<file path="src/rtl/instr_decode_stage.sv">
// Instruction decode stage: splits a fetched 32-bit word into its fields and
// builds the datapath control bundle. The result sits in a single pipeline
// register with valid/ready handshakes on both sides. A countdown tracks how
// long the HI/LO unit stays busy after MULTU/DIVU. Any HI/LO access (MFHI,
// MFLO, MULTU, DIVU) is stalled while that countdown is nonzero.
//
// Control bundle layout, MSB first (13 bits):
//   rf_we[12] sel_wa[11:10] sel_alu_b[9] sel_result[8:7] sel_pc[6:5]
//   branch[4] alu_ctrl[3:0]
module instr_decode_stage #(
    parameter int MUL_LATENCY = 4,
    parameter int DIV_LATENCY = 32,
    parameter int CW          = 13
) (
    input  logic          clk,
    input  logic          rst,
    input  logic          flush,
    input  logic          in_valid,
    output logic          in_ready,
    input  logic [31:0]   in_instr,
    input  logic [31:0]   in_pc_plus4,
    output logic          out_valid,
    input  logic          out_ready,
    output logic [CW-1:0] out_ctrl,
    output logic [4:0]    out_rs,
    output logic [4:0]    out_rt,
    output logic [4:0]    out_rd,
    output logic [4:0]    out_shamt,
    output logic [31:0]   out_sign_imm,
    output logic [25:0]   out_jaddr,
    output logic [31:0]   out_pc_plus4,
    output logic          out_illegal,
    output logic          md_busy
);

    // rf_we
    localparam logic       EN  = 1'b1;
    localparam logic       DIS = 1'b0;
    // sel_wa: rt, rd, or the link register
    localparam logic [1:0] WA0  = 2'd0;
    localparam logic [1:0] WA1  = 2'd1;
    localparam logic [1:0] WA31 = 2'd2;
    // sel_alu_b
    localparam logic       B_DMEM_WD  = 1'b0;
    localparam logic       B_SIGN_IMM = 1'b1;
    // sel_result
    localparam logic [1:0] R_ALU_OUT  = 2'd0;
    localparam logic [1:0] R_RD       = 2'd1;
    localparam logic [1:0] R_PC_PLUS4 = 2'd2;
    localparam logic [1:0] R_DC       = 2'd3;
    // sel_pc
    localparam logic [1:0] P_PC_PLUS4 = 2'd0;
    localparam logic [1:0] P_BRANCH   = 2'd1;
    localparam logic [1:0] P_JUMP     = 2'd2;
    localparam logic [1:0] P_RESULT   = 2'd3;
    // alu_ctrl
    localparam logic [3:0] A_ADD   = 4'd0;
    localparam logic [3:0] A_SUB   = 4'd1;
    localparam logic [3:0] A_AND   = 4'd2;
    localparam logic [3:0] A_OR    = 4'd3;
    localparam logic [3:0] A_SLT   = 4'd4;
    localparam logic [3:0] A_ADDI  = 4'd5;
    localparam logic [3:0] A_MFHI  = 4'd6;
    localparam logic [3:0] A_MFLO  = 4'd7;
    localparam logic [3:0] A_JR    = 4'd8;
    localparam logic [3:0] A_MULTU = 4'd9;
    localparam logic [3:0] A_DIVU  = 4'd10;
    localparam logic [3:0] A_DC    = 4'd15;

    localparam int MAXLAT = (MUL_LATENCY > DIV_LATENCY) ? MUL_LATENCY : DIV_LATENCY;
    localparam int MDW    = $clog2(MAXLAT + 1);

    logic [5:0]     op, fn;
    logic [CW-1:0]  dec_ctrl;
    logic           dec_illegal;
    logic           is_md, is_multu, is_divu;
    logic           hz, accept;
    logic [MDW-1:0] md_cnt;

    assign op = in_instr[31:26];
    assign fn = in_instr[5:0];

    // Decode the opcode/funct into a control tuple; unknown encodings fall back to a side-effect-free row
    always_comb begin
        dec_ctrl    = {DIS, WA0, B_DMEM_WD, R_DC, P_PC_PLUS4, 1'b0, A_DC};
        dec_illegal = 1'b1;
        is_multu    = 1'b0;
        is_divu     = 1'b0;
        is_md       = 1'b0;
        case (op)
            6'h23: begin dec_ctrl = {EN,  WA0,  B_SIGN_IMM, R_RD,       P_PC_PLUS4, 1'b0, A_ADD};  dec_illegal = 1'b0; end
            6'h2B: begin dec_ctrl = {DIS, WA0,  B_SIGN_IMM, R_ALU_OUT,  P_PC_PLUS4, 1'b0, A_ADD};  dec_illegal = 1'b0; end
            6'h08: begin dec_ctrl = {EN,  WA0,  B_SIGN_IMM, R_ALU_OUT,  P_PC_PLUS4, 1'b0, A_ADDI}; dec_illegal = 1'b0; end
            6'h04: begin dec_ctrl = {DIS, WA0,  B_DMEM_WD,  R_ALU_OUT,  P_BRANCH,   1'b1, A_SUB};  dec_illegal = 1'b0; end
            6'h02: begin dec_ctrl = {DIS, WA0,  B_DMEM_WD,  R_ALU_OUT,  P_JUMP,     1'b0, A_DC};   dec_illegal = 1'b0; end
            6'h03: begin dec_ctrl = {EN,  WA31, B_DMEM_WD,  R_PC_PLUS4, P_JUMP,     1'b0, A_DC};   dec_illegal = 1'b0; end
            6'h00: begin
                case (fn)
                    6'h20: begin dec_ctrl = {EN,  WA1, B_DMEM_WD, R_ALU_OUT, P_PC_PLUS4, 1'b0, A_ADD};  dec_illegal = 1'b0; end
                    6'h24: begin dec_ctrl = {EN,  WA1, B_DMEM_WD, R_ALU_OUT, P_PC_PLUS4, 1'b0, A_AND};  dec_illegal = 1'b0; end
                    6'h25: begin dec_ctrl = {EN,  WA1, B_DMEM_WD, R_ALU_OUT, P_PC_PLUS4, 1'b0, A_OR};   dec_illegal = 1'b0; end
                    6'h2A: begin dec_ctrl = {EN,  WA1, B_DMEM_WD, R_ALU_OUT, P_PC_PLUS4, 1'b0, A_SLT};  dec_illegal = 1'b0; end
                    6'h22: begin dec_ctrl = {EN,  WA1, B_DMEM_WD, R_ALU_OUT, P_PC_PLUS4, 1'b0, A_SUB};  dec_illegal = 1'b0; end
                    6'h10: begin dec_ctrl = {EN,  WA1, B_DMEM_WD, R_ALU_OUT, P_PC_PLUS4, 1'b0, A_MFHI}; dec_illegal = 1'b0; is_md = 1'b1; end
                    6'h12: begin dec_ctrl = {EN,  WA1, B_DMEM_WD, R_ALU_OUT, P_PC_PLUS4, 1'b0, A_MFLO}; dec_illegal = 1'b0; is_md = 1'b1; end
                    6'h08: begin dec_ctrl = {DIS, WA1, B_DMEM_WD, R_ALU_OUT, P_RESULT,   1'b0, A_JR};   dec_illegal = 1'b0; end
                    6'h1B: begin
                        dec_ctrl = {DIS, WA1, B_DMEM_WD, R_DC, P_PC_PLUS4, 1'b0, A_DIVU};
                        dec_illegal = 1'b0; is_md = 1'b1; is_divu = 1'b1;
                    end
                    6'h19: begin
                        dec_ctrl = {DIS, WA1, B_DMEM_WD, R_DC, P_PC_PLUS4, 1'b0, A_MULTU};
                        dec_illegal = 1'b0; is_md = 1'b1; is_multu = 1'b1;
                    end
                    default: ;
                endcase
            end
            default: ;
        endcase
    end

    assign md_busy  = (md_cnt != '0);
    assign hz       = in_valid & md_busy & is_md;
    assign in_ready = !rst && !flush && !hz && (!out_valid || out_ready);
    assign accept   = in_valid & in_ready;

    // Pipeline register: load on accept, drop valid on consume or flush, otherwise hold
    always_ff @(posedge clk) begin
        if (rst) begin
            out_valid    <= 1'b0;
            out_ctrl     <= '0;
            out_rs       <= '0;
            out_rt       <= '0;
            out_rd       <= '0;
            out_shamt    <= '0;
            out_sign_imm <= '0;
            out_jaddr    <= '0;
            out_pc_plus4 <= '0;
            out_illegal  <= 1'b0;
        end else if (accept) begin
            out_valid    <= 1'b1;
            out_ctrl     <= dec_ctrl;
            out_rs       <= in_instr[25:21];
            out_rt       <= in_instr[20:16];
            out_rd       <= in_instr[15:11];
            out_shamt    <= in_instr[10:6];
            out_sign_imm <= {{16{in_instr[15]}}, in_instr[15:0]};
            out_jaddr    <= in_instr[25:0];
            out_pc_plus4 <= in_pc_plus4;
            out_illegal  <= dec_illegal;
        end else if (out_ready || flush) begin
            out_valid    <= 1'b0;
        end
    end

    // HI/LO occupancy countdown; runs independently of the output handshake and survives flush
    always_ff @(posedge clk) begin
        if (rst)
            md_cnt <= '0;
        else if (accept && is_multu)
            md_cnt <= MDW'(MUL_LATENCY);
        else if (accept && is_divu)
            md_cnt <= MDW'(DIV_LATENCY);
        else if (md_cnt != '0)
            md_cnt <= md_cnt - 1'b1;
    end

endmodule

</file>
<file path="config.mk">
export PLATFORM = sky130hd
export DESIGN_NAME = instr_decode_stage
export DESIGN_NICKNAME = d
export VERILOG_FILES = /design/src/rtl/instr_decode_stage.sv
export SDC_FILE = /design/constraint.sdc
export NUM_CORES = 1
export LEC_CHECK = 0
export CAP_MARGIN = 15
export CORE_AREA = 3 3 102 104
export CTS_CLUSTER_DIAMETER = 30
export DETAILED_ROUTE_END_ITERATION = 7
export DIE_AREA = 0 0 105 107
export PLACE_DENSITY = 0.8
export SYNTH_ARGS = -nofsm -noshare
export SYNTH_HDL_FRONTEND = slang
export SYNTH_SLANG_ARGS = --single-unit
</file>
<file path="constraint.sdc">
create_clock -name clk -period 2.5 [get_ports clk]
set_input_delay 0.5 -clock clk [delete_from_list [all_inputs] [get_ports clk]]
set_output_delay 0.5 -clock clk [all_outputs]
set_load 0.01 [all_outputs]
</file>
After elaboration in Yosys (flattened, before gate mapping)

Cells that the tools add are included.

Add/subtract/negate cells: 1
Eq/ne operators: 16
Mux-type cells: 15
Bitwise operators: 3
Reduce and logical (&&, ||, !) cells: 21

Operator list:

| kind                  | count |
|---|---|
| $pmux W13 S10         | 1 |
| $pmux W13 S7          | 1 |
| $eq A6 B6 Y1 const B  | 7 |
| $eq A6 B5 Y1 const B  | 4 |
| $eq A6 B2 Y1 const B  | 2 |
| $eq A6 B4 Y1 const B  | 2 |
| $mux W6               | 2 |
| $reduce_or A10 Y1     | 1 |
| $mux W1               | 9 |
| $eq A6 B3 Y1 const B  | 1 |
| $logic_not A6 Y1      | 1 |
| $reduce_bool A6 Y1    | 1 |
| $reduce_or A6 Y1      | 1 |
| $sub A6 B1 Y6 const B | 1 |
| $logic_and A1 B1 Y1   | 5 |
| $logic_not A1 Y1      | 4 |
| $reduce_bool A2 Y1    | 2 |
| $reduce_or A4 Y1      | 1 |
| $and A1 B1 Y1         | 3 |
| $mux W3               | 1 |
| $reduce_bool A3 Y1    | 1 |
| $reduce_or A3 Y1      | 1 |
| $logic_or A1 B1 Y1    | 2 |
| $pmux W1 S2           | 1 |
| $reduce_or A2 Y1      | 1 |

Flip-flop bits (word level): 115
Output and inout bits: 127
Word-level logic and storage cells: 69

Logic depth before layout (Yosys ltp)

Gate-level depths: netlist of the first run.

Depth in word-level cells: 12
Gate-level depth with buffers: 8
Gate-level depth less buffers: 7

Worst setup path before layout of the first run

No wires, ideal clock.

Kind: input-to-reg
From: input port in_instr[26]
To: register out_illegal
Setup time: 0.131 ns
Arrival: 1.895 ns
Data required time: 2.369 ns
Setup slack: 0.473 ns
Cell stages on the path: 8
Path buffers: 3
Path through: buf_2 -> nor4_2 -> nand3_1 -> o311a_1 -> buf_4 -> buf_2 -> nor2_1 -> nor3_1

Cells in the longest elaborated chain, start to end: 7
Elaborated cells between the ends (all ways): 15
Classes of those cells: 6 x eq/ne; 2 x mux; 2 x bitwise; 5 x reduce/logical

Ends and longest elaborated chain:

| what                              | RTL line | source |
|---|---|---|
| start, declared                   | 20       | `input logic [31:0] in_instr,` |
| $logic_not A6 Y1                  | 90       | `case (op)` |
| $mux W1                           | 90       |  |
| $and A1 B1 Y1                     | 123      | `assign hz = in_valid & md_busy & is_md;` |
| $logic_not A1 Y1                  | 124      | `assign in_ready = !rst && !flush && !hz && (!out_valid \|\| out_ready);` |
| $logic_and A1 B1 Y1 (2 in series) | 124      |  |
| $and A1 B1 Y1                     | 125      | `assign accept = in_valid & in_ready;` |
| end signal, assigned              | 150      | `out_illegal <= dec_illegal;` |
| end, declared                     | 32       | `output logic out_illegal,` |

Several ways; a longest one is shown, not always the timed one.
A chain may end at the register's enable or synchronous reset.

Final worst setup path of the first run

From: register md_cnt[2]
To: output port in_ready

Cells in the longest elaborated chain, start to end: 6

Ends and longest elaborated chain:

| what                              | RTL line | source |
|---|---|---|
| start, declared                   | 78       | `logic [MDW-1:0] md_cnt;` |
| start signal, assigned            | 161      | `md_cnt <= MDW'(MUL_LATENCY);` |
| start signal, assigned            | 163      | `md_cnt <= MDW'(DIV_LATENCY);` |
| start signal, assigned            | 165      | `md_cnt <= md_cnt - 1'b1;` |
| $reduce_bool A6 Y1                | 122      | `assign md_busy = (md_cnt != '0);` |
| $and A1 B1 Y1 (2 in series)       | 123      |  |
| $logic_not A1 Y1                  | 124      |  |
| $logic_and A1 B1 Y1 (2 in series) | 124      |  |
| end, declared                     | 19       | `output logic in_ready,` |

No other way between the ends.

==> results of run 1 <==
## flip-flops by register name, summed over array words and instances (netlist names)
register and count:
out_pc_plus4 32, out_ctrl 13, out_sign_imm 7, md_cnt 6, out_rs 5, out_rd 4, out_rt 4, out_shamt 4
out_jaddr 2, out_illegal 1, out_valid 1
## layout make-up
| type | count | area, µm² |
|---|---|---|
| well taps | 133 | 166 |
| clock inverters | 7 | 90.1 |
| clock buffers | 9 | 124 |
| inverters | 7 | 26.3 |
| multi-input cells | 318 | 1700 |
| fillers | 848 | 3740 |
| repair buffers | 226 | 2220 |
| flip-flops and latches | 79 | 1580 |
## cell usage in the layout, fill, tap and decap left out, drive strengths merged, types with 2 or more instances in the layout
| cell | synthesis | routed |
|---|---|---|
| nor3b | 5 | 5 |
| a21oi | 75 | 75 |
| o211ai | 2 | 2 |
| nor4 | 5 | 5 |
| a311oi | 4 | 4 |
| mux2 | 3 | 3 |
| a211oi | 4 | 4 |
| nand2b | 3 | 3 |
| a21boi | 3 | 3 |
| dfxtp | 79 | 79 |
| or3b | 2 | 2 |
| nand3 | 5 | 5 |
| xnor2 | 4 | 4 |
| or4 | 2 | 2 |
| nor2 | 17 | 17 |
| dlygate4sd2 | 0 | 4 |
| buf | 69 | 32 |
| xor2 | 2 | 2 |
| or2 | 2 | 2 |
| clkinvlp | 0 | 2 |
| clkinv | 0 | 2 |
| clkbuf | 18 | 9 |
| a22oi | 2 | 2 |
| clkdlybuf4s50 | 0 | 189 |
| or4b | 4 | 4 |
| inv | 7 | 9 |
| or3 | 4 | 4 |
| nor3 | 10 | 10 |
| o21ai | 9 | 9 |
| nand2 | 131 | 131 |
| nor2b | 3 | 3 |
## path summary, 6_finish.rpt
| check | cells past startpoint | to | from |
|---|---|---|---|
| worst max-delay path | 5 | in_ready | md_cnt[2]$_SDFFE_PP0P_ |
| worst min-delay path | 2 | out_pc_plus4[9]$_SDFFE_PP0P_ | out_pc_plus4[9]$_SDFFE_PP0P_ |
| worst max register to register | 7 | out_ctrl[10]$_SDFFE_PP0P_ | md_cnt[2]$_SDFFE_PP0P_ |
| worst min register to register | 2 | out_pc_plus4[9]$_SDFFE_PP0P_ | out_pc_plus4[9]$_SDFFE_PP0P_ |
## per-layer routing
metal / vias up / GRT usage (%) / share of wire, %
met2: 149 / 35.2 / 53
met4: 0 / 7.22 / 1.5
met1: 1758 / 22.5 / 39
met3: 16 / 4.21 / 6.6
li1: 1903 / - / -
met5: - / 0 / 0
## cell families after synthesis
family                   count (synthesis)
multiplexers                             3
flip-flops                              79
buffers and inverters                   94
XOR/XNOR                                 6
adder cells (fa/ha/maj)                  1
AO/OA/AOI/OAI                          109
AND/OR/NAND/NOR                        199
## report_power, final
group          switching, mW  leakage (nW)  internal (mW)
clock network          0.524         0.101          0.481
logic                  0.369          1.30          0.443
registers             0.0609         0.643           1.33
## through the flow
stage	area, µm²	hold slack (ns)	std cells	total power [mW]	setup WS [ns]
finish	5900	0.458	779	3.21	0.111
global route	5900	0.482	779	3.39	0.0163
CTS	5890	0.459	779	3.23	0.0410
detailed placement	5660	0.446	763	2.23	-0.337
global placement	5660	0.442	763	2.20	-0.316
floorplan	3830	0.444	491	1.86	0.473
## critical path: stages (launching register included)
cell and delay, ns:
dfxtp_1 0.35, or3_4 0.41, nor3b_4 0.22, nor3_2 0.07
a21boi_0 0.16, dlygate4sd2_1 0.31
## repair_timing
action	4_1_cts	5_1_grt
resized for setup	9	4
pin swaps	2	2
gates cloned	0	0
setup endpoints to repair	2	2
==> impl_metrics.csv, run 1 <==
group,metric,value,unit
clocking,htree_levels,3,
final_layout,num_antenna_cells,0,
detailed_routing,vias_per_cell,4.91,
clocking,cts_setup_buffers,0,
setup_path,start_kind,"flop",
floorplan,pin_count,196,
timing,max_freq,0.419,GHz
floorplan,initial_core_util,39.7,%
detailed_routing,drc,0,
detailed_routing,first_pass_iters,4,
detailed_routing,wl_per_cell,14.5,µm
floorplan,num_rows,36,
timing,clock_skew,0.0149,ns
final_layout,final_util,61.2,%
hold_path,min_path_type,"reg -> reg",
clocking,cts_tree,"built",
power,p_per_area,544,nW/µm²
logic_synthesis,synth_mux_area_share,0.883,%
timing,finalSetupTns,0,ns
logic_synthesis,synth-compound-area-share,16.8,%
detailed_routing,drtAntennaViolNets,0,
logic_synthesis,synth_adder_area_share,0.327,%
setup_path,cp_data_arrival_time,1.89,ns
setup_path,required,2.00,ns
setup_path,crit_fanout,4,
global_routing,grt_pass1_vias,3587,
logic_synthesis,synth_top_family_by_area,"simple AND/OR/NAND/NOR gates",
timing,hold_viol_final,0,
logic_synthesis,synthTopCellsByArea,"dfxtp_1 41%, nand2_1 13%, buf_4 11%",
detailed_routing,drt_iter0_drc,180,
logic_synthesis,synth_nets,561,
power,ir_worst_vdd,0.537,mV
clocking,clock_latency,0.36,ns
logic_synthesis,synth_most_common_cell,"nand2_1",
logic_synthesis,avgSynthCellArea,7.80,µm²
logic_synthesis,synth_xor_area_share,1.37,%
clocking,postCtsHoldBufs,0,
placement,dp_hpwl,8.45,mm
logic_synthesis,synth_seq_cells,79,
global_routing,grt_antenna_before_repair,0,
timing,worst-slew-pin-transition,0.731,ns
timing,rsz0062_at_grt,"false",
logic_synthesis,synthDistinctLibCells,50,
logic_synthesis,synth_cells,491,
floorplan,dieArea,11200,µm²
setup_path,r2r_slack,0.43,ns
setup_path,end_kind,"output pin",
logic_synthesis,synth_ff_type,"dfxtp_1",
logic_synthesis,synth_edf_count,0,
detailed_routing,finalWirelength,11.3,mm
floorplan,die_w,105,µm
timing,finalCritPeriodShare,95.6,%
logic_synthesis,synth_area,3830,µm²
logic_synthesis,yosysTopAreaCell,"dfxtp_1",
detailed_routing,num_vias,3826,
final_layout,drive_gt1_share,10.5,%
global_routing,grt_overflow,0,
placement,place_congestion,0.840,
floorplan,core,9640,µm²
global_routing,grt_first_pass_wirelength,17.9,mm
clocking,cts_root_buffer,"clkbuf_8",
timing,report.final.slew_viol_count,0,
final_layout,nets,711,
clocking,cts_buffer_depth,2,
clocking,numClockSinks,79,
logic_synthesis,synth_commonest_cells,"131 x nand2_1, 79 x dfxtp_1, 75 x a21oi_1, 54 x buf_4, 18 x clkbuf_1",
logic_synthesis,synth_top_area_share,41.3,%
logic_synthesis,yosysSeqAreaShare,41.3,%
clocking,cts_inserted_buffers,9,
power,p_leak,2.04,nW
global_routing,grt_max_degree,71,
final_layout,syn2layout_area_growth,54.2,%
run_status,status,"complete, no violations",
logic_synthesis,synth-simple-area-share,24.1,%
timing,maxSlewHeadroom,51.2,%
placement,io_buffers,195,
clocking,clk_pin_slew_worst_paths,0.09,ns
floorplan,die_y,107,µm
global_routing,track_usage,19.5,%
logic_synthesis,synth_warnings,0,
timing,period_needed,2.39,ns
logic_synthesis,synthArstFlopShare,0,%
setup_path,path_class,"reg -> out",
run,cap_violations,0,
timing,setup_viol,0,
No activity file was read; power rests on OpenSTA's default activity.
==> inputs of run 2 (changes only) <==
Settings changed: SKIP_LAST_GASP from default to 1.
==> impl_metrics.csv, run 2 (synthesis gave the netlist of run 1 again) <==
group,metric,value,unit
run_status,status,"complete, no violations",
detailed_routing,vias_per_cell,4.90,
setup_path,end_kind,"output pin",
clocking,cts_tree,"built",
placement,place_congestion,0.840,
final_layout,nets,714,
detailed_routing,wl_per_cell,14.4,µm
setup_path,crit_fanout,2,
clocking,cts_root_buffer,"clkbuf_8",
timing,max_freq,0.413,GHz
clocking,cts_buffer_depth,2,
placement,io_buffers,195,
power,ir_worst_vdd,0.524,mV
floorplan,num_rows,36,
final_layout,final_common_cell,"clkdlybuf4s50_1",
power,clockPowerShare,31.0,%
detailed_routing,drtAntennaViolNets,0,
final_layout,final_cell_mix,"189 x clkdlybuf4s50_1, 131 x nand2_1, 79 x dfxtp_1",
run,cap_violations,0,
timing,hold_viol_final,0,
timing,finalCritPeriodShare,96.9,%
timing,clock_skew,0.0149,ns
global_routing,grt_antenna_before_repair,0,
setup_path,worstRegToRegCells,8,
floorplan,core,9640,µm²
global_routing,grt_overflow,0,
setup_path,required,2.00,ns
setup_path,cp_slowest_cell,"clkdlybuf4s50_1",
power,swShare,29.6,%
final_layout,largest_registers,"out_pc_plus4 (32), out_ctrl (13), out_sign_imm (7)",
setup_path,cp_data_arrival_time,1.92,ns
hold_path,hold_depth,2,
global_routing,grt_first_pass_wirelength,17.9,mm
final_layout,multi_input_area,1690,µm²
final_layout,final_util,61.5,%
timing,maxSlewHeadroom,50.9,%
final_layout,seq_area,1580,µm²
final_layout,regMostFlops,"out_pc_plus4",
placement,pre_cts_slack,-0.337,ns
clocking,clk_pin_slew_worst_paths,0.09,ns
clocking,numClockSinks,79,
global_routing,grt_max_degree,71,
timing,report.final.slew_viol_count,0,
final_layout,largest_register_ffs,32,
clocking,htree_levels,3,
timing,setup_viol,0,
final_layout,syn2layout_area_growth,54.8,%
power,p_sw,0.958,mW
power,p_leak,2.06,nW
setup_path,cp-startpoint,"in_instr[4]",
final_layout,drive_gt1_share,10.9,%
floorplan,initial_core_util,39.7,%
detailed_routing,drc,0,
timing,finalSetupTns,0,ns
global_routing,grt_pass1_vias,3584,
setup_path,start_kind,"input port",
detailed_routing,finalWirelength,11.3,mm
timing,period_needed,2.42,ns
setup_path,crit_chain,"clkdlybuf4s50_1 -> nor3b_2 -> nand3_2 -> nor3_2 -> a21boi_0 -> dlygate4sd2_1",
power,finalPower,3.24,mW
timing,worst-slew-pin-transition,0.737,ns
final_layout,num_antenna_cells,0,
timing,worst_slack,0.0778,ns
clocking,clock_latency,0.36,ns
final_layout,nFillCells,848,
hold_path,min_path_type,"reg -> reg",
power,power_frac_comb,26.1,%
floorplan,die_w,105,µm
detailed_routing,first_pass_iters,4,
setup_path,crit_end,"in_ready",
floorplan,die_y,107,µm
detailed_routing,drt_iter0_drc,179,
setup_path,critPathMaxStageDelay,0.47,ns
placement,dp_hpwl,8.45,mm
power,p_seq_share,43.0,%
clocking,cts_inserted_buffers,9,
setup_path,path_class,"in -> out",
detailed_routing,num_vias,3833,
floorplan,pin_count,196,
setup_path,r2r-end,"out_ctrl[10]$_SDFFE_PP0P_",
floorplan,dieArea,11200,µm²
power,p_int,2.28,mW
clocking,postCtsHoldBufs,0,
power,p_per_area,547,nW/µm²
global_routing,track_usage,19.5,%
setup_path,r2r_slack,0.34,ns
setup_path,reg2reg_from,"md_cnt[2]$_SDFFE_PP0P_",
[run 2: worst min-delay path by stage]
| stage | from | end | slack [ns] |
|---|---|---|---|
| after floorplan | md_cnt[4]$_SDFFE_PP0N_ | md_cnt[4]$_SDFFE_PP0N_ | 0.44 |
| final | out_pc_plus4[8]$_SDFFE_PP0P_ | out_pc_plus4[8]$_SDFFE_PP0P_ | 0.46 |
| after CTS | out_pc_plus4[9]$_SDFFE_PP0P_ | out_pc_plus4[9]$_SDFFE_PP0P_ | 0.46 |
| after global placement | out_pc_plus4[22]$_SDFFE_PP0P_ | out_pc_plus4[22]$_SDFFE_PP0P_ | 0.44 |
| after detailed placement | out_pc_plus4[9]$_SDFFE_PP0P_ | out_pc_plus4[9]$_SDFFE_PP0P_ | 0.45 |
| after global routing | out_pc_plus4[13]$_SDFFE_PP0P_ | out_pc_plus4[13]$_SDFFE_PP0P_ | 0.48 |
[run 2: cell type report]
type	count	area share [%]
timing repair buffer	229	37.9
multi-input combinational	318	28.6
sequential	79	26.7
tap	133	2.81
clock buffer	9	2.09
clock inverter	7	1.52
inverter	7	0.443
[run 2: layer usage]
metal  global-route usage [%]  routed length, µm
met3                     4.33                686
met2                     35.0               5850
met5                        0                  0
met1                     22.6               4570
met4                     7.22                184
[run 2: critical path: cells and delay by family]
family / cells / cell delay (ns)
AOI/OAI and AO/OA: 1 / 0.09
buffers and inverters: 2 / 0.77
and+or+nand+nor: 3 / 0.56
[run 2: power groups by stage]
stage | logic, mW | registers (mW) | clock network (mW)
floorplan | 0.435 | 1.43 | 0
global placement | 0.778 | 1.42 | 0
detailed placement | 0.802 | 1.42 | 0
CTS | 0.795 | 1.39 | 1.04
global route | 0.922 | 1.41 | 1.10
finish | 0.845 | 1.39 | 1.00
[run 2: per-stage QoR]
step | std cells | hold slack (ns) | area, µm²
floorplan | 491 | 0.444 | 3830
global placement | 763 | 0.442 | 5660
detailed placement | 763 | 0.446 | 5660
CTS | 779 | 0.459 | 5880
global route | 782 | 0.482 | 5930
finish | 782 | 0.459 | 5930
[run 2: what timing repair did]
item                                   CTS  global route
buffers inserted                         0             3
setup endpoints to repair                2             2
gates cloned                             0             0
endpoints found under the hold margin    0             0
pin swaps                                1             3
gates resized for setup                  5             6
==> inputs of run 3 (changes only) <==
Settings changed: CTS_CLUSTER_DIAMETER 30 to default, GPL_ROUTABILITY_DRIVEN from default to 0.
==> results of run 3 <==
Same layout as run 2: the final DEF is identical, and so are final timing and power.
==> RTL edit 1: new RTL, config.mk and constraints of run 1 <==
Set the parameter `MUL_LATENCY` to 2 (it was 4).
--- a/src/rtl/instr_decode_stage.sv
+++ b/src/rtl/instr_decode_stage.sv
@@ -8,7 +8,7 @@
 //   rf_we[12] sel_wa[11:10] sel_alu_b[9] sel_result[8:7] sel_pc[6:5]
 //   branch[4] alu_ctrl[3:0]
 module instr_decode_stage #(
-    parameter int MUL_LATENCY = 4,
+    parameter int MUL_LATENCY = 2,
     parameter int DIV_LATENCY = 32,
     parameter int CW          = 13
 ) (
Check against the original RTL: not equivalent (Yosys sat finds a counterexample within 4 cycles, from zero or initial values and one cycle with rst high).
==> RTL edit 1 against run 1 <==
- maximum frequency shrank 1.7%
- design area rose by 3.0%
- register-to-register slack got worse by 0.29 ns
- sequential cell count unchanged
- area after synthesis decreased by 2.5%
- synthesized cell count down 2.4%
- wire length grew 6.8%
- setup slack worse by 0.042 ns
- combinational power increased by 14%
- global-route usage grew 0.42 points
- power is 4.5% higher
- critical path depth up 5
- cell count up 0.90%
- critical path type is now input port to flop
==> RTL edit 1: results (changes against run 1) <==
STA
  • Worst Tran Pin Value: 0.839 ns (was 0.731 ns)
  • Final WS setup: 0.0689 ns (was 0.111 ns)

Place
  • Placed Cells: 756 (was 763)

Layout
  • Multi-input logic area: 1660 µm² (was 1700 µm²)
  • Signal buffers: 242 (was 226)
  • Clk_buf instances: 12 (was 9)
  • Share of post-route cells with drive strength above 1: 12.1% (was 10.5%)
  • Multi-input gate share of total cell area: 27.2% (was 28.8%)
  • Nets@finish: 718 (was 711)
  • Clock network area share: 3.50% (was 3.62%)

Global routing
  • Total GRT Usage: 19.9% (was 19.5%)
  • Vias in the first global route: 3697 (was 3587)

Synthesis
  • Distinct cells, synth: 46 (was 50)
  • Register area share after synthesis: 42.4% (was 41.3%)
  • Area of the mapped netlist: 3730 µm² (was 3830 µm²)

Critical path
  • Reg-to-reg startpoint: md_cnt[0]$_SDFFE_PP0N_ (was md_cnt[2]$_SDFFE_PP0P_)
  • Reg2reg path depth: 12 (was 7)
  • Crit path DAT: 2.71 ns (was 1.89 ns)

Drt
  • Starting DRC count in detailed routing: 265 (was 180)
  • Vias: 3894 (was 3826)
  • Wire length per cell: 15.3 µm (was 14.5 µm)

Power and ir drop
  • VDD IR max: 0.000364 V (was 0.000537 V)
  • Leakage power: 2.20 nW (was 2.04 nW)

Min path
  • HP Start: rst (was out_pc_plus4[9]$_SDFFE_PP0P_)
  • Hold Crit Class: input port to flop (was flop to flop)
  • Worst Hold End: out_sign_imm[10]$_SDFFE_PP0P_ (was out_pc_plus4[9]$_SDFFE_PP0P_)

Outcome
  • Status: completed (unchanged)

Clock tree
  • Post-CTS sizing: 13 (was 9)
RTL edit 1: power by group through the flow:
stage	logic (W)	registers, W	clock network, W
3_3_place_gp	0.000780	0.00141	0
3_5_place_dp	0.000807	0.00142	0
4_1_cts	0.000837	0.00139	0.00106
6_report	0.000926	0.00139	0.00103
5_1_grt	0.000998	0.00141	0.00111
2_1_floorplan	0.000415	0.00143	0
RTL edit 1: per-layer routing:
layer	vias to the layer above	track usage [%]	share of wire, %
met4	0	6.37	1.7
met2	160	37.1	52
li1	1896	-	-
met5	-	0	0
met3	19	5.48	6.8
met1	1819	21.7	40
RTL edit 1: critical path: cells and delay by family:
kind            cells  cell delay (ns)
buf+inv             5             1.02
compound gates      2             0.49
simple gates        3             0.68
RTL edit 1: kinds of logic after synthesis:
kind of cell | share of synthesized area (%)
adder cells (fa/ha/maj) | 0.335
buffers and inverters | 14.9
flip-flops | 42.4
AND/OR/NAND/NOR | 23.6
AO/OA/AOI/OAI | 16.6
multiplexers | 0.805
XOR/XNOR | 1.41
==> RTL edit 2: new RTL, flow settings as in run 1 <==
Without the edit above. Reset style: asynchronous (`rst`), changed in 2 clocked blocks.
--- a/src/rtl/instr_decode_stage.sv
+++ b/src/rtl/instr_decode_stage.sv
@@ -125,7 +125,7 @@
     assign accept   = in_valid & in_ready;
 
     // Pipeline register: load on accept, drop valid on consume or flush, otherwise hold
-    always_ff @(posedge clk) begin
+    always_ff @(posedge clk or posedge rst) begin
         if (rst) begin
             out_valid    <= 1'b0;
             out_ctrl     <= '0;
@@ -154,7 +154,7 @@
     end
 
     // HI/LO occupancy countdown; runs independently of the output handshake and survives flush
-    always_ff @(posedge clk) begin
+    always_ff @(posedge clk or posedge rst) begin
         if (rst)
             md_cnt <= '0;
         else if (accept && is_multu)
Behaviour: differs if rst is asserted again (counterexample within 4 cycles, from zero or initial values and one cycle with rst high); with rst held inactive, the same outputs for 4 cycles.
==> RTL edit 2 against run 1 <==
- largest cell class unchanged
- sequential cell count stayed put
- global-route usage grew 0.20 points
- die area did not move
- area after synthesis is 6.0% higher
- highest routed layer unchanged
- design area up 3.8%
- wire length shrank 0.66%
- power increased by 33%
- setup slack got worse by 0.021 ns
==> RTL edit 2: results (changes against run 1) <==
Min path
  • Worst Hold End: out_pc_plus4[24]$_DFFE_PP0P_ (was out_pc_plus4[9]$_SDFFE_PP0P_)
  • HP Start: out_pc_plus4[24]$_DFFE_PP0P_ (was out_pc_plus4[9]$_SDFFE_PP0P_)

Drt
  • Met3 WL: 750 µm (was 744 µm)
  • Routed wl met2: 5.70 mm (was 5.95 mm)
  • Detailed Routing Iterations Pass 1: 5 (was 4)
  • Starting DRC count in detailed routing: 137 (was 180)

Clock tree
  • Clk_lat worst skew: 0.34 ns (was 0.36 ns)

Critical path
  • Worst Setup SP: in_instr[3] (was md_cnt[2]$_SDFFE_PP0P_)
  • Crit path DAT: 2.64 ns (was 1.89 ns)
  • Reg2reg path depth: 9 (was 7)
  • R2R Setup Slk: 0.22 ns (was 0.43 ns)
  • Setup crit end kind: flop (was primary output)
  • Worst-path fanout max: 12 (was 4)

Synthesis
  • Fraction of the mapped netlist area in adder cells: 0.617% (was 0.327%)
  • Mux contribution to synthesized area: 0% (was 0.883%)
  • Ranking of synthesized cells by area: dfrtp_1 (49%), nand2_1 (17%), buf_4 (9.6%) (was dfxtp_1 (41%), nand2_1 (13%), buf_4 (11%))
  • Synth Instances: 466 (was 491)
  • Post-synthesis compound-gate area fraction: 9.28% (was 16.8%)
  • Register area share after synthesis: 48.7% (was 41.3%)
  • Distinct cells, synth: 53 (was 50)
  • Synth cell count leaders: nand2_1 (179), dfrtp_1 (79), buf_4 (52) (was nand2_1 (131), dfxtp_1 (79), a21oi_1 (75))

Global routing
  • Total GRT Usage: 19.7% (was 19.5%)
  • Met3 global-route usage: 5.00% (was 4.21%)
  • Met2 usage: 34.9% (was 35.2%)
  • Met1 Use GR: 23.7% (was 22.5%)

Layout
  • Layout Cells excl Fill: 763 (was 779)
  • Nets@finish: 696 (was 711)
  • Share of post-route cells with drive strength above 1: 9.37% (was 10.5%)

STA
  • Post-Route Skew: 0.0107 ns (was 0.0149 ns)
  • Peak Freq: 415 MHz (was 419 MHz)
  • WHS: 0.479 ns (was 0.458 ns)

Outcome
  • Status: completed (unchanged)

Power and ir drop
  • Seq pwr share: 39.8% (was 43.4%)
  • Seq. pwr: 0.00169 W (was 0.00139 W)
  • Switching portion of total power: 29.9% (was 29.7%)
  • Comb group: 0.00148 W (was 0.000812 W)

Place
  • Placed Cells: 746 (was 763)
  • Post-DP HPWL: 8.77 mm (was 8.45 mm)
==> RTL edit 2: cell count changes after synthesis, sizes merged, moves of 4 or more <==
cell / before / now
nor3b: 5 / 1
dfxtp: 79 / 0
nand2: 131 / 179
nor2: 17 / 22
a31oi: 0 / 5
a21oi: 75 / 11
clkbuf: 18 / 8
dfrtp: 0 / 79
==> RTL edit 2: final cells by class <==
cell class	instances	area [µm²]	share of cell area [%]
flip-flops and latches	79	1980	32.3
multi-input cells	302	1520	24.7
clock buffers	12	155	2.53
clock inverters	4	76.3	1.25
well taps	133	166	2.72
inverters	8	33.8	0.551
repair buffers	225	2200	36.0
==> RTL edit 2: critical path: stages <==
cell,delay [ns]
clkdlybuf4s50_1,0.50
buf_4,0.18
or3b_2,0.45
nand3_1,0.10
a311oi_1,0.09
a2111oi_1,0.54
buf_4,0.21
a21oi_1,0.06
==> RTL edit 2: what timing repair did <==
item	4_1_cts	5_1_grt
setup endpoints to repair	2	1
gates resized for setup	8	1
buffers inserted	1	0
pin swaps	4	1
